**src/rtl/uart_rx_core.sv**
```systemverilog
// uart_rx_core
// 8N1 UART receiver. It synchronises the asynchronous rx line, samples each bit
// at its midpoint and assembles the frame LSB-first. Each received byte goes
// into a one-entry valid/ready buffer for the CPU-side I/O device. Framing
// errors and overruns are reported as one-cycle pulses.

module uart_rx_core #(
    parameter int CLK_FREQ  = 80000000,
    parameter int BAUD_RATE = 115200,
    parameter int DATA_BITS = 8
) (
    input  logic                 clk,
    input  logic                 reset,
    input  logic                 rx,
    output logic [DATA_BITS-1:0] rd_data,
    output logic                 rd_valid,
    input  logic                 rd_ready,
    output logic                 frame_err,
    output logic                 overrun,
    output logic                 busy
);

    // Clocks per bit is derived from the clock and baud rate and is not a
    // free parameter.
    localparam int CLKS_PER_BIT = CLK_FREQ / BAUD_RATE;
    localparam int CNT_W        = $clog2(CLKS_PER_BIT);
    localparam int IDX_W        = $clog2(DATA_BITS);

    // The half-bit load moves sampling from the start edge to mid-bit. The
    // full-bit load then steps from one mid-bit point to the next.
    localparam logic [CNT_W-1:0] HALF_LOAD = CNT_W'(CLKS_PER_BIT / 2 - 1);
    localparam logic [CNT_W-1:0] FULL_LOAD = CNT_W'(CLKS_PER_BIT - 1);
    localparam logic [IDX_W-1:0] LAST_IDX  = IDX_W'(DATA_BITS - 1);

    typedef enum logic [2:0] {
        ST_IDLE,
        ST_START,
        ST_DATA,
        ST_STOP,
        ST_BREAK
    } state_t;

    state_t               state;
    state_t               state_n;
    logic [CNT_W-1:0]     cnt;
    logic [CNT_W-1:0]     cnt_n;
    logic [IDX_W-1:0]     bit_idx;
    logic [IDX_W-1:0]     bit_idx_n;
    logic [DATA_BITS-1:0] shift_reg;
    logic [DATA_BITS-1:0] shift_n;
    logic                 rx_meta;
    logic                 rx_s;
    logic                 load_buf;
    logic                 overrun_n;
    logic                 frame_err_n;
    logic                 transfer;

    // Two-flop synchroniser. It resets to the idle-high line level, so a
    // reset does not produce a false start edge.
    always_ff @(posedge clk or negedge reset) begin
        if (!reset) begin
            rx_meta <= 1'b1;
            rx_s    <= 1'b1;
        end else begin
            rx_meta <= rx;
            rx_s    <= rx_meta;
        end
    end

    assign transfer = rd_valid & rd_ready;
    assign busy     = (state != ST_IDLE);

    // Receiver state, bit timer, bit index and shift register. A reset
    // discards any partial frame.
    always_ff @(posedge clk or negedge reset) begin
        if (!reset) begin
            state     <= ST_IDLE;
            cnt       <= '0;
            bit_idx   <= '0;
            shift_reg <= '0;
        end else begin
            state     <= state_n;
            cnt       <= cnt_n;
            bit_idx   <= bit_idx_n;
            shift_reg <= shift_n;
        end
    end

    // Next-state logic. The timer counts down, and the FSM acts only in the
    // cycle where the timer reads zero.
    always_comb begin
        state_n     = state;
        cnt_n       = (cnt != '0) ? cnt - 1'b1 : cnt;
        bit_idx_n   = bit_idx;
        shift_n     = shift_reg;
        load_buf    = 1'b0;
        overrun_n   = 1'b0;
        frame_err_n = 1'b0;

        case (state)
            ST_IDLE: begin
                if (!rx_s) begin
                    cnt_n   = HALF_LOAD;
                    state_n = ST_START;
                end
            end

            ST_START: begin
                if (cnt == '0) begin
                    if (!rx_s) begin
                        cnt_n     = FULL_LOAD;
                        bit_idx_n = '0;
                        state_n   = ST_DATA;
                    end else begin
                        state_n = ST_IDLE;
                    end
                end
            end

            ST_DATA: begin
                if (cnt == '0) begin
                    shift_n = {rx_s, shift_reg[DATA_BITS-1:1]};
                    cnt_n   = FULL_LOAD;
                    if (bit_idx == LAST_IDX) begin
                        state_n = ST_STOP;
                    end else begin
                        bit_idx_n = bit_idx + 1'b1;
                    end
                end
            end

            ST_STOP: begin
                if (cnt == '0) begin
                    if (rx_s) begin
                        if (!rd_valid || rd_ready) begin
                            load_buf = 1'b1;
                        end else begin
                            overrun_n = 1'b1;
                        end
                        state_n = ST_IDLE;
                    end else begin
                        frame_err_n = 1'b1;
                        state_n     = ST_BREAK;
                    end
                end
            end

            ST_BREAK: begin
                if (rx_s) begin
                    state_n = ST_IDLE;
                end
            end

            default: begin
                state_n = ST_IDLE;
            end
        endcase
    end

    // One-entry output buffer. A load takes priority over a transfer in the
    // same cycle, so rd_valid stays high and carries the new byte.
    always_ff @(posedge clk or negedge reset) begin
        if (!reset) begin
            rd_data  <= '0;
            rd_valid <= 1'b0;
        end else if (load_buf) begin
            rd_data  <= shift_reg;
            rd_valid <= 1'b1;
        end else if (transfer) begin
            rd_valid <= 1'b0;
        end
    end

    // Registered error pulses. Each pulse lasts exactly one cycle.
    always_ff @(posedge clk or negedge reset) begin
        if (!reset) begin
            frame_err <= 1'b0;
            overrun   <= 1'b0;
        end else begin
            frame_err <= frame_err_n;
            overrun   <= overrun_n;
        end
    end

endmodule
```
**config.mk**
```make
export PLATFORM = sky130hd
export DESIGN_NAME = uart_rx_core
export DESIGN_NICKNAME = d
export VERILOG_FILES = /design/src/rtl/uart_rx_core.sv
export SDC_FILE = /design/constraint.sdc
export NUM_CORES = 1
export LEC_CHECK = 0
export ABC_CLOCK_PERIOD_IN_PS = 3060
export BUFFER_PORTS_ARGS = -buffer_cell sky130_fd_sc_hd__buf_4
export CAP_MARGIN = 20
export CORE_AREA = 10 10 88 90
export DETAILED_ROUTE_END_ITERATION = 12
export DIE_AREA = 0 0 98 100
export HOLD_SLACK_MARGIN = 0.15
export PLACE_DENSITY = 0.41
export SKIP_LAST_GASP = 1
export SLEW_MARGIN = 0
export SYNTH_ARGS = -nofsm -noshare
export SYNTH_HDL_FRONTEND = slang
export SYNTH_SLANG_ARGS = --single-unit
```
**constraint.sdc**
```tcl
create_clock -name clk -period 3.06 [get_ports clk]
set_clock_uncertainty 0.1 [all_clocks]
set_input_delay 0.459 -clock clk [delete_from_list [all_inputs] [get_ports clk]]
set_output_delay 0.459 -clock clk [all_outputs]
set_load 0.01 [all_outputs]
```
==> out/qor.yml <==
status: "completed"
slew_headroom: 0.362
post-place-ws_ns: 0.440
holdWs_ns: 0.169
die_area_um2: 9800
cp_slowest_stage_delay_ns: 0.42
grt.total_usage: 0.0818
numCtsBuffers: 5
fill_cells: 629
die_x_um: 98
slew_violations: 0
largest_register_ffs: 10
crit_path_start_kind: "flop"
synth_edf_count: 0
comb_power_share: 0.018
first_iter_violations: 65
min_period_ns: 2.66
routed_wl_mm: 3.73
drive_above_1_share: 0.280
post_drt_wl_per_cell_um: 15.2
crit_family: "simple AND/OR/NAND/NOR gates"
fin_tns_setup_ns: 0
synthTopCellsByArea: "dfrtp_1, mux2_2, ha_1"
swShare: 0.212
worstSetupPathType: "reg -> reg"
cts-root-buf: "clkbuf_8"
grt_pass1_vias: 1206
antenna_cells: 0
power.leakage_nw: 0.935
cp.arrival_ns: 2.75
start_util: 0.286
final_cell_mix: "dfrtp_1, mux2_2, buf_4"
path_cells: "inv_1, ha_1, nor3b_1, and3_1, inv_2, ha_1, and3b_1, a21oi_1, o22ai_1, a31o_2"
p_seq_frac: 0.525
hold_viol: 0
core-area_um2: 6130
ir_drop_uv: 211
post-cts-setup-buffers: 0
drc: 0
yosys_warnings: 0
clkPwrFrac: 0.457
yosysSeqAreaShare: 0.530
fmax_ghz: 0.375
detail-route-antenna-nets: 0
p_switching_mw: 0.199
grt_max_degree: 38
cp_slowest_cell: "dfrtp_1"
cts_tree: "done"
die_h_um: 100
firstDrtPassIters: 4
min_path_type: "in -> reg"
cts_resized: 0
ios: 16
clk_path_buf_depth: 2
netlist_area_um2: 1750
area_growth_pct: 17.8
synthFlopType: "dfrtp_1"
syn_nets: 158
synth_top_area_cell: "dfrtp_1"
async_flop_share: 1.00
hpwl_mm: 2.65
tightest_slew_ns: 0.948
synth.top_cell.area_share: 0.500
setup_ws_ns: 0.396
finalCritPeriodShare: 0.871
grt_antenna_before_repair: 0
path_buf_inv: 2
globalplace.congestion: 0.763
worstSetupEndpointType: "flop"
post_synth.cell_area_avg_um2: 11.8
grt_overflow_total: 0
final_cells: 245
critical_path_peak_fanout: 11
vias: 1227
p_int_mw: 0.741
setup_viol: 0
grt_pass1_wl_mm: 6.44
crit_required_ns: 3.15
p_per_area_nw_per_um2: 455
layout_commonest_cell: "dfrtp_1"
clk_pin_slew_ns: 0.08
timing.critical_path.mode_cell: "ha_1"
avgViaCountPerCell: 5.01
drv_cap: 0
synth_cell_types: 40
place_inst: 236
h-tree-depth: 2
placementRows: 29
rsz0062_at_grt: "false"
synthCells: 149
numClockSinks: 37
ys_ff_latch: 37
final_nets: 176
portBuffers: 15
final_util: 0.336
clkLatencyLatePin_ns: 0.29
kinds of logic after synthesis:
kind of cell,count (synthesis),synth area share
compound gates,30,0.123
xor+xnor,3,0.0150
fa+ha+maj,5,0.0357
buf+inv,13,0.0300
flops,37,0.530
mux,17,0.109
simple gates,44,0.157
cell usage after synthesis (2+ instances only):
library cell  number
nand2b_1           3
a211o_1            2
mux2_2            17
nor2_1             8
dfstp_2            2
ha_1               5
o21ai_0            5
nand4_1            3
xor2_1             3
dfrtp_1           35
o311ai_0           3
o31ai_1            3
a22o_1             2
inv_1              6
nor3b_1            3
nand3b_1           2
or3_1              2
clkbuf_1           5
a21oi_1            5
nand2_1            5
nand3_1            4
nor3_1             5
o2111ai_1          2
or4_1              2
nor4_4             2
what timing repair did:
action / in CTS / in global routing
setup endpoints to repair: 0 / 0
endpoints found under the hold margin: 35 / 0
hold buffers: 1 / 0
through the flow:
step / power [mW] / cell area (um2)
after floorplan: 0.506 / 1750
after global placement: 0.520 / 1940
after detailed placement: 0.520 / 1940
after CTS: 0.955 / 2060
after global routing: 0.984 / 2060
final: 0.940 / 2060
final timing paths:
kind                                        start           endpoint  slack (ns)  depth (start not counted)
worst min-delay path                           rx  rx_meta$_DFF_PN1_        0.17                          1
min in group asynchronous                   reset   cnt[6]$_DFF_PN0_        0.56                          2
worst max-delay path             cnt[0]$_DFF_PN0_   cnt[0]$_DFF_PN0_        0.40                         10
worst max register to register   cnt[0]$_DFF_PN0_   cnt[0]$_DFF_PN0_        0.40                         10
worst min register to register  rx_meta$_DFF_PN1_     rx_s$_DFF_PN1_        0.26                          0
max in group asynchronous                   reset     rx_s$_DFF_PN1_        1.95                          2
power by group through the flow:
stage | Clock [mW] | Sequential [mW] | Combinational, mW
floorplan | 0 | 0.501 | 0.00477
global placement | 0 | 0.503 | 0.0173
detailed placement | 0 | 0.503 | 0.0175
CTS | 0.443 | 0.493 | 0.0187
global route | 0.469 | 0.494 | 0.0207
finish | 0.429 | 0.493 | 0.0173
layout make-up:
cell class	count	area, um2	area share
flip-flops and latches	37	928	0.450
multi-input cells	99	771	0.374
repair buffers	17	130	0.0631
well taps	77	96.3	0.0467
clock buffers	6	72.6	0.0352
clock inverters	2	38.8	0.0188
inverters	7	26.3	0.0127
routing by layer:
layer | wire length [um] | global-route usage | vias up
li1 | - | - | 591
met1 | 1690 | 0.0998 | 613
met2 | 1810 | 0.126 | 15
met3 | 152 | 0.0261 | 8
met4 | 72 | 0.0436 | 0
met5 | 0 | 0 | -
Note: power is estimated with default switching activity, not from simulation.
